## config.mk

```make
export PLATFORM = sky130hd
export DESIGN_NAME = uart_rx_os16
export DESIGN_NICKNAME = d
export VERILOG_FILES = /design/src/rtl/uart_rx_os16_pkg.sv /design/src/rtl/uart_rx_os16_sync.sv /design/src/rtl/uart_rx_os16.sv
export SDC_FILE = /design/constraint.sdc
export NUM_CORES = 1
export LEC_CHECK = 0
export ABC_AREA = 1
export BUFFER_PORTS_ARGS = -buffer_cell sky130_fd_sc_hd__buf_2
export CAP_MARGIN = 20
export CORE_MARGIN = 5
export CORE_UTILIZATION = 42
export DETAILED_ROUTE_END_ITERATION = 6
export SYNTH_ARGS = -nofsm -noshare
export SYNTH_HDL_FRONTEND = slang
export SYNTH_SLANG_ARGS = --single-unit
```

## constraint.sdc

```tcl
create_clock -name clk -period 1.9 [get_ports clk]
set_input_delay 0.095 -clock clk [delete_from_list [all_inputs] [get_ports clk]]
set_output_delay 0.095 -clock clk [all_outputs]
set_load 0.01 [all_outputs]
```

## src/rtl/uart_rx_os16_pkg.sv

```systemverilog
`default_nettype none
// ============================================================================
// Module      : uart_rx_os16_pkg
// Description : Shared oversampling constants and state codes for the 16x
//               UART receiver (and the companion transmitter).
// Revision    : 1.0 - initial release
// ============================================================================
package uart_rx_os16_pkg;

    localparam int         OS_RATE = 16;
    localparam logic [3:0] OS_MID  = 4'(OS_RATE / 2 - 1);
    localparam logic [3:0] OS_LAST = 4'(OS_RATE - 1);

    typedef enum logic [1:0] {
        ST_IDLE  = 2'd0,
        ST_START = 2'd1,
        ST_DATA  = 2'd2,
        ST_STOP  = 2'd3
    } uart_state_t;

    // Bits needed to count 0..n inclusive.
    function automatic int cnt_width(input int n);
        return $clog2(n + 1);
    endfunction

endpackage
`default_nettype wire

```

## src/rtl/uart_rx_os16_sync.sv

```systemverilog
`default_nettype none
// ============================================================================
// Module      : uart_rx_os16_sync
// Description : Multi-flop synchronizer for the asynchronous rx line.
// Revision    : 1.0 - initial release
// ============================================================================
module uart_rx_os16_sync #(
    parameter int SYNC_STAGES = 2
) (
    input  logic clk,
    input  logic rst,
    input  logic d,
    output logic q
);

    logic [SYNC_STAGES-1:0] r_sync;

    // Preset to the idle level so reset never looks like a start bit.
    always_ff @(posedge clk) begin
        if (rst) begin
            r_sync <= '1;
        end else begin
            r_sync <= {r_sync[SYNC_STAGES-2:0], d};
        end
    end

    assign q = r_sync[SYNC_STAGES-1];

endmodule
`default_nettype wire

```

## src/rtl/uart_rx_os16.sv

```systemverilog
`default_nettype none
// ============================================================================
// Module      : uart_rx_os16
// Description : 16x-oversampling UART receiver with valid/ready byte output,
//               framing-error and overrun pulses.
// Revision    : 1.0 - initial release
// ============================================================================
module uart_rx_os16
    import uart_rx_os16_pkg::*;
#(
    parameter int DATA_BITS   = 8,
    parameter int SYNC_STAGES = 2
) (
    input  logic                 clk,
    input  logic                 rst,
    input  logic                 tick16,
    input  logic                 rx,
    output logic [DATA_BITS-1:0] rx_data,
    output logic                 rx_valid,
    input  logic                 rx_ready,
    output logic                 rx_busy,
    output logic                 frame_err,
    output logic                 overrun
);

    localparam int                BCNT_W     = cnt_width(DATA_BITS);
    localparam logic [BCNT_W-1:0] C_LAST_BIT = BCNT_W'(DATA_BITS - 1);

    logic                 w_rx_s;
    uart_state_t          r_state;
    uart_state_t          w_state_next;
    logic [3:0]           r_os_cnt;
    logic [3:0]           w_os_cnt_next;
    logic [BCNT_W-1:0]    r_bit_cnt;
    logic [BCNT_W-1:0]    w_bit_cnt_next;
    logic [DATA_BITS-1:0] r_shreg;
    logic [DATA_BITS-1:0] w_shreg_next;
    logic                 w_byte_done;
    logic                 w_stop_err;
    logic                 r_byte_done;

    uart_rx_os16_sync #(
        .SYNC_STAGES (SYNC_STAGES)
    ) u_sync (
        .clk (clk),
        .rst (rst),
        .d   (rx),
        .q   (w_rx_s)
    );

    always_comb begin
        w_state_next   = r_state;
        w_os_cnt_next  = r_os_cnt;
        w_bit_cnt_next = r_bit_cnt;
        w_shreg_next   = r_shreg;
        w_byte_done    = 1'b0;
        w_stop_err     = 1'b0;
        if (tick16) begin
            case (r_state)
                ST_IDLE: begin
                    if (!w_rx_s) begin
                        w_state_next  = ST_START;
                        w_os_cnt_next = '0;
                    end
                end
                ST_START: begin
                    if (r_os_cnt == OS_MID) begin
                        w_os_cnt_next = '0;
                        // A start bit that is high again at mid-bit was a glitch.
                        if (!w_rx_s) begin
                            w_state_next   = ST_DATA;
                            w_bit_cnt_next = '0;
                        end else begin
                            w_state_next   = ST_IDLE;
                        end
                    end else begin
                        w_os_cnt_next = r_os_cnt + 4'd1;
                    end
                end
                ST_DATA: begin
                    if (r_os_cnt == OS_LAST) begin
                        w_shreg_next   = {w_rx_s, r_shreg[DATA_BITS-1:1]};
                        w_os_cnt_next  = '0;
                        w_bit_cnt_next = r_bit_cnt + BCNT_W'(1);
                        if (r_bit_cnt == C_LAST_BIT) begin
                            w_state_next = ST_STOP;
                        end
                    end else begin
                        w_os_cnt_next = r_os_cnt + 4'd1;
                    end
                end
                ST_STOP: begin
                    if (r_os_cnt == OS_LAST) begin
                        w_os_cnt_next = '0;
                        w_state_next  = ST_IDLE;
                        w_byte_done   = w_rx_s;
                        w_stop_err    = ~w_rx_s;
                    end else begin
                        w_os_cnt_next = r_os_cnt + 4'd1;
                    end
                end
                default: begin
                    w_state_next = ST_IDLE;
                end
            endcase
        end
    end

    always_ff @(posedge clk) begin
        if (rst) begin
            r_state     <= ST_IDLE;
            r_os_cnt    <= '0;
            r_bit_cnt   <= '0;
            r_shreg     <= '0;
            r_byte_done <= 1'b0;
            rx_busy     <= 1'b0;
            frame_err   <= 1'b0;
        end else begin
            r_state     <= w_state_next;
            r_os_cnt    <= w_os_cnt_next;
            r_bit_cnt   <= w_bit_cnt_next;
            r_shreg     <= w_shreg_next;
            r_byte_done <= w_byte_done;
            rx_busy     <= (w_state_next != ST_IDLE);
            frame_err   <= w_stop_err;
        end
    end

    // Output holding register: an unconsumed byte is never overwritten.
    always_ff @(posedge clk) begin
        if (rst) begin
            rx_data  <= '0;
            rx_valid <= 1'b0;
            overrun  <= 1'b0;
        end else begin
            overrun <= 1'b0;
            if (r_byte_done) begin
                if (!rx_valid || rx_ready) begin
                    rx_data  <= r_shreg;
                    rx_valid <= 1'b1;
                end else begin
                    overrun  <= 1'b1;
                end
            end else if (rx_valid && rx_ready) begin
                rx_valid <= 1'b0;
            end
        end
    end

endmodule
`default_nettype wire

```

* After elaboration in Yosys (flattened, before gate mapping)
Index checks and enable logic that the tools add are counted.
Operators by class: eq/ne operators 11, add/subtract/negate cells 2, muxes and demuxes 19, reductions and logical operators 15, bitwise gates (word level) 5
Operator list (count):
- $mux 4 | 5
- $mux 2 | 7
- $pmux 4 s3 | 1
- $add 4x1->4 const B | 2
- $eq 4x3->1 const B | 2
- $ne 2x2->1 const B | 4
- $pmux 2 s4 | 1
- $pmux 4 s2 | 1
- $reduce_and 2->1 | 3
- $reduce_bool 2->1 | 3
- $not 1->1 | 5
- $reduce_and 5->1 | 1
- $eq 2x2->1 const B | 2
- $eq 4x4->1 const B | 1
- $mux 1 | 4
- $reduce_or 2->1 | 2
- $reduce_or 4->1 | 1
- $reduce_and 3->1 | 1
- $eq 2x1->1 const B | 1
- $logic_not 2->1 | 1
- $ne 2x1->1 const B | 1
- $logic_and 1x1->1 | 1
- $logic_not 1->1 | 1
- $logic_or 1x1->1 | 1
Storage, ports and cells: register bits 33, output and inout bits 12, input bits 5

* Logic depth before layout (Yosys ltp)
Gate-level depths: netlist of the first run.
depth after elaboration 6, gate-level depth with buffers 9

* By module
A second synthesis of the first run with hierarchy kept.
Second synthesis, totals: cells, all modules 187, area, all modules 1375.1 um^2
By module, submodules not included:
- uart_rx_os16 | sequential area each 620.6 um^2, cells an instance 180, area each 1316.3 um^2, instances 1
- uart_rx_os16_sync | sequential area each 40.0 um^2, cells an instance 7, area each 58.8 um^2, instances 1

* Worst setup path before layout of the first run
No wires, ideal clock.
path type register -> register, start register r_os_cnt[0], end register r_bit_cnt[0], arrival time 1.149 ns, cell stages (with the launch flop) 9, data required time 1.768 ns, buffers on the path 0, library setup time 0.132 ns, setup slack 0.619 ns, cells stage by stage dfxtp_1 > ha_1 > nand2_1 > o21ai_2 > nand2_2 > inv_1 > nand2_2 > nand2_1 > a21oi_1
Between the ends: word-level cells in the longest chain between the ends 3
Ends and longest elaborated chain:
- start, declared | RTL line uart_rx_os16.sv:32 | logic [3:0] r_os_cnt;
- start signal, assigned | RTL line uart_rx_os16.sv:120 | r_os_cnt <= w_os_cnt_next;
- $eq 4x4->1 or $eq 4x3->1 (tied branches) | RTL line uart_rx_os16.sv:81, uart_rx_os16.sv:67
- $ne 2x2->1 (no line)
- $reduce_and 5->1 (no line) (*)
- end signal, assigned | RTL line uart_rx_os16.sv:121 | r_bit_cnt <= w_bit_cnt_next;
- end, declared | RTL line uart_rx_os16.sv:34 | logic [BCNT_W-1:0] r_bit_cnt;
Mark *: on every way between the ends. The rest lies on a longest branch, timed or not. A chain may end at the register's enable or synchronous reset.

* Worst setup path after layout of the first run
start register r_os_cnt[0], end register r_shreg[3]
Between the ends: word-level cells in the longest chain between the ends 2
Ends and longest elaborated chain:
- $eq 4x4->1 | RTL line uart_rx_os16.sv:81 | if (r_os_cnt == OS_LAST) begin
- $reduce_and 3->1 (no line)
- end signal, assigned | RTL line uart_rx_os16.sv:122 | r_shreg <= w_shreg_next;
- end, declared | RTL line uart_rx_os16.sv:36 | logic [DATA_BITS-1:0] r_shreg;
Every way passes these cells.

==> results of run 1 <==
## state kept, by name (all words and copies together), names as in the netlist
signal / flops
frame_err: 1
overrun: 1
r_bit_cnt: 4
r_byte_done: 1
r_os_cnt: 4
r_shreg: 8
r_state: 2
rx_busy: 1
rx_data: 8
rx_valid: 1
u_sync.r_sync: 2
## per-layer routing
metal  track usage [%]  vias up  part of all wire, %
li1                  -      628                    -
met1              16.1      554                   47
met2              22.0       20                   48
met3              4.99        5                  4.2
met4              5.96        0                  1.2
met5                 0        -                    0
## layout by cell type, fill, tap and decap left out, types with 3 or more instances in the layout
master and instances:
inv_1 15, dfxtp_1 33, nand2_2 3, nand2_1 30, o21ai_2 3, nor2_1 43, clkbuf_4 5, a21oi_1 9
nand3_1 6, buf_2 16, o21ai_1 6, a21oi_2 4, o21ai_0 9
## cells by family after synthesis
kind of cell               synth area share [%]
adders and majority gates                  1.78
and+or+nand+nor                            29.3
buffers and inverters                      6.42
xor gates and xnor gates                   1.87
DFF                                        47.1
AOI/OAI and AO/OA                          13.5
## final timing paths
check / slack (ns) / endpoint / start / depth (start not counted)
worst max-delay path: 0.45 / r_shreg[3] / r_os_cnt[0] / 8
worst min-delay path: 0.03 / overrun / rx_ready / 4
worst max register to register: 0.45 / r_shreg[3] / r_os_cnt[0] / 8
worst min register to register: 0.42 / u_sync.r_sync[1] / u_sync.r_sync[0] / 1
## repair_timing
item                                    4_1_cts  5_1_grt
endpoints found under the setup margin        0        0
endpoints found under the hold margin         1        0
hold buffers                                  1        0
## metrics by stage
stage               setup slack, ns  utilization (%)  power, W  cell area, um^2  hold slack, ns
finish                        0.455             49.4   0.00128             1620          0.0347
global route                  0.317             49.4   0.00133             1620          0.0599
CTS                           0.442             49.4   0.00129             1620          0.0131
detailed placement            0.489             46.5  0.000752             1530           0.285
global placement              0.490             46.5  0.000752             1530           0.285
floorplan                     0.619                -  0.000741             1400           0.199
## worst max-delay path: cells and delay by family (launching register included)
family                     cells  cell delay (ns)
buffers and inverters          2             0.17
DFF                            1             0.38
and+or+nand+nor                5             0.55
adders and majority gates      1             0.22
## cell type report
class,count,area [um^2]
clock inverter,1,30.0
multi-input combinational,129,652
sequential,33,661
inverter,19,77.6
clock buffer,7,55.1
fill,356,1660
timing repair buffer,17,90.1
tap,46,57.6
## power by group through the flow
stage / Combinational [W] / Sequential (W) / Clock (W)
global placement: 0.0000387 / 0.000713 / 0
global route: 0.0000449 / 0.000698 / 0.000588
detailed placement: 0.0000392 / 0.000713 / 0
floorplan: 0.0000275 / 0.000713 / 0
finish: 0.0000405 / 0.000697 / 0.000538
CTS: 0.0000408 / 0.000697 / 0.000556
==> metrics.txt, run 1 <==
outcome=finished, final reports clean; Clock Pin Slew Worst Setup and Hold Paths=0.10 ns; Finished Layout Cells=252; #FFs+latches synth=33; Detailed Place HPWL=1970 um; DIE AREA=4600 um^2; worst-path maximum fanout=10; syn avg cell area=7.62 um^2; # rows=21; Sw Share=19.9%; Power Internal=0.00102 W; clock buffer count from CTS=5; Cell Area, Synth=1400 um^2; HP Class=input pin to flop; antenna viol nets, final=0; sequential cell area fraction in the yosys report=47.1%; I/O pin count=17; Clk Latency, worst-skew pair=0.32 ns; Final setup viols=0; slew of the pin with the lowest slew margin=0.556 ns; Synthesized Nets=191; CP Capture Type=flop; Flop pwr share=54.6%; CP most frequent cell=nor2_1; most frequent cells after synthesis=nor2_1, dfxtp_1, nand2_1; nets=212; Synth Warn #=0; LEAKAGE=0.785 nW; largest net degree at the start of global routing=21; top-area cell type share of the netlist area=47.1%; Initial Util=42.7%; Async SR Flop Fraction=0%; root buf cell=clkbuf_4; die height=67.8 um; Period minus WS final=1.45 ns; vias in the first global route=1129; diode count=0; worst setup path class=flop to flop; Max Cap Viol=0; CP max stage delay=0.38 ns; initial antenna violation count=0; layout cells sized above 1=20.9%; most common cell in the netlist=nor2_1; CTS resizes=0; Total Wirelength=2620 um; total negative slack=0 ns; kind of start point of the critical path=flop; H-tree depth=2; slowest CP cell=dfxtp_1; Synth cell types=29; TritonCTS Sinks=33; crit share post-route=76.1%; worst rel slew slack=62.9%; DP Cell Count=243; Area contributors post-synth=dfxtp_1, nor2_1, nand2_1; Post-synth top flop=dfxtp_1; Peak Freq=0.692 GHz; DR pass1 iterations=4; number of synthesized flops with an enable pin=0; Slew Limit Fails=0; Vias=1207; DRC=0; Core Area=3280 um^2; Clock power frac=42.2%; GP Congestion=0.814; total gr overflow=0; net switching power=0.000254 W; power per cell area=786 nW/um^2; port bufs=16; instance count of the mapped netlist=184; Layout Skew=0.00942 ns; DRT iter0 DRCs=77; Critical Path RT=2.12 ns; Chip Width=67.8 um; # Post-CTS Setup Buffers=0; unrepaired setup endpoints after global routing=no; Bufs on Longest Clock Path=2; global-route wire length before repair=4710 um; overall routing resource usage=13.6%; Via density=4.79; worst-path cell chain=ha_1 -> nand3_2 -> clkinv_1 -> nand2_4 -> nor2_8 -> inv_6 -> nor2_1 -> nor2_1; Area Overhead vs Synth=15.7%; CTS tree=yes; peak supply drop=0.000529 V; Yosys top cell by area=dfxtp_1; Fin. Hold Viols=0; Routed WL per cell=10.4 um; Critical Path AT=1.66 ns; Combinational Power Share=3.2%
Power figures use the tool's default switching activity.
==> run 2, diff against run 1 <==
clock period = 1.2 ns   (was 1.9 ns; I/O delays follow)
==> metrics.txt, run 2 (same netlist as run 1, synthesis figures left out) <==
outcome=finished with violations; failing checks=negative setup slack; Via density=4.72; peak supply drop=0.000886 V; Bufs on Longest Clock Path=2; Vias=1269; Critical Path RT=1.47 ns; worst setup path class=flop to flop; Critical Path AT=1.56 ns; LEAKAGE=0.871 nW; worst rel slew slack=77.3%; layout cells sized above 1=33.2%; Detailed Place HPWL=2160 um; Core Area=3280 um^2; power per cell area=1100 nW/um^2; Clock Pin Slew Worst Setup and Hold Paths=0.11 ns; Slew Limit Fails=0; TritonCTS Sinks=33; worst-path cell chain=ha_4 -> nand3_4 -> clkinv_4 -> nand2_8 -> nor2_8 -> buf_4 -> o21ai_2 -> nor2_1; GP Congestion=0.813; DR pass1 iterations=4; DRT iter0 DRCs=51; Final setup viols=15; worst-path maximum fanout=5; Fin. Hold Viols=0; global-route wire length before repair=5230 um; H-tree depth=2; Chip Width=67.8 um; Period minus WS final=1.29 ns; antenna viol nets, final=0; Total Wirelength=3080 um; CTS tree=yes; Clk Latency, worst-skew pair=0.33 ns; diode count=0; commonest non-fill, non-tap cell in the layout=nor2_1; port bufs=16; CP max stage delay=0.37 ns; DIE AREA=4600 um^2; unrepaired setup endpoints after global routing=yes; Initial Util=42.7%; WHS Path Cells=2; nets=229; Routed WL per cell=11.4 um; Final Worst Setup Slack=-0.0896 ns; largest net degree at the start of global routing=17; # rows=21; slowest CP cell=dfxtp_2; Peak Freq=0.775 GHz; biggest regs=r_shreg x8, rx_data x8; clock buffer count from CTS=5; Area Overhead vs Synth=32.3%; Hold Slack=0.0483 ns; crit share post-route=107%; kind of start point of the critical path=flop; die height=67.8 um; Layout Skew=0.0165 ns; HP Class=input pin to flop; DRC=0; flip-flop and latch area=668 um^2; pre-CTS setup slack=-0.154 ns; slew of the pin with the lowest slew margin=0.341 ns; area of the multi-input gates=747 um^2; I/O pin count=17; root buf cell=clkbuf_4; overall routing resource usage=15.2%; CP Capture Type=flop; vias in the first global route=1203; Max Cap Viol=0; R2R cell count=8; total gr overflow=0; most frequent cells in the layout=nor2_1, dfxtp_1, nand2_1; Fillers=322; initial antenna violation count=0
==> run 2: final cells by class <==
| cell class | instances | area share, % |
|---|---|---|
| repair buffers | 33 | 11.5 |
| well taps | 46 | 3.10 |
| inverters | 19 | 4.59 |
| flip-flops and latches | 33 | 36.0 |
| clock buffers | 7 | 2.97 |
| multi-input cells | 130 | 40.3 |
| clock inverters | 1 | 1.62 |
==> run 2: timing repair <==
action,4_1_cts,5_1_grt
gates resized for setup,11,8
endpoints found under the setup margin,26,27
cloned,1,0
hold buffers,2,0
pin swaps,4,7
endpoints found under the hold margin,3,0
setup buffers,2,2
==> run 2: worst max-delay path: cells and delay by family, from the launching register on <==
| kind | cells | cell delay [ns] |
|---|---|---|
| AOI/OAI and AO/OA | 1 | 0.04 |
| DFF | 1 | 0.37 |
| adders and majority gates | 1 | 0.17 |
| and+or+nand+nor | 4 | 0.40 |
| buffers and inverters | 2 | 0.23 |
==> run 2: where the power goes <==
part | total [W] | internal (W) | leakage [nW] | switching, W
Combinational | 0.0000822 | 0.0000309 | 0.557 | 0.0000513
Clock | 0.000865 | 0.000498 | 0.0455 | 0.000367
Sequential | 0.00110 | 0.00110 | 0.269 | 0.00000433
Total | 0.00205 | 0.00163 | 0.871 | 0.000423
==> run 2: metal layers <==
metal / part of all wire (%) / vias to the layer above / track usage (%)
met5: 0 / - / 0
met4: 0.52 / 0 / 5.96
met3: 3.6 / 2 / 4.83
met2: 51 / 18 / 26.2
met1: 45 / 583 / 17.4
li1: - / 666 / -
==> run 2: worst paths after layout <==
check | from | end | slack, ns
worst max register to register | r_os_cnt[1] | r_shreg[0] | -0.09
worst max-delay path | r_os_cnt[1] | r_shreg[0] | -0.09
worst min-delay path | rst | r_bit_cnt[2] | 0.05
worst min register to register | u_sync.r_sync[0] | u_sync.r_sync[1] | 0.43
==> run 2: stage by stage <==
step / setup TNS [ns] / instances / util, % / total power [W] / instance area [um^2]
after floorplan: -0.0522 / 184 / - / 0.00117 / 1430
after global placement: -1.19 / 254 / 49.9 / 0.00119 / 1640
after detailed placement: -2.07 / 254 / 49.9 / 0.00120 / 1640
after CTS: -0.856 / 267 / 55.4 / 0.00207 / 1820
after global routing: -2.19 / 269 / 56.5 / 0.00212 / 1860
final: -0.785 / 269 / 56.5 / 0.00205 / 1860
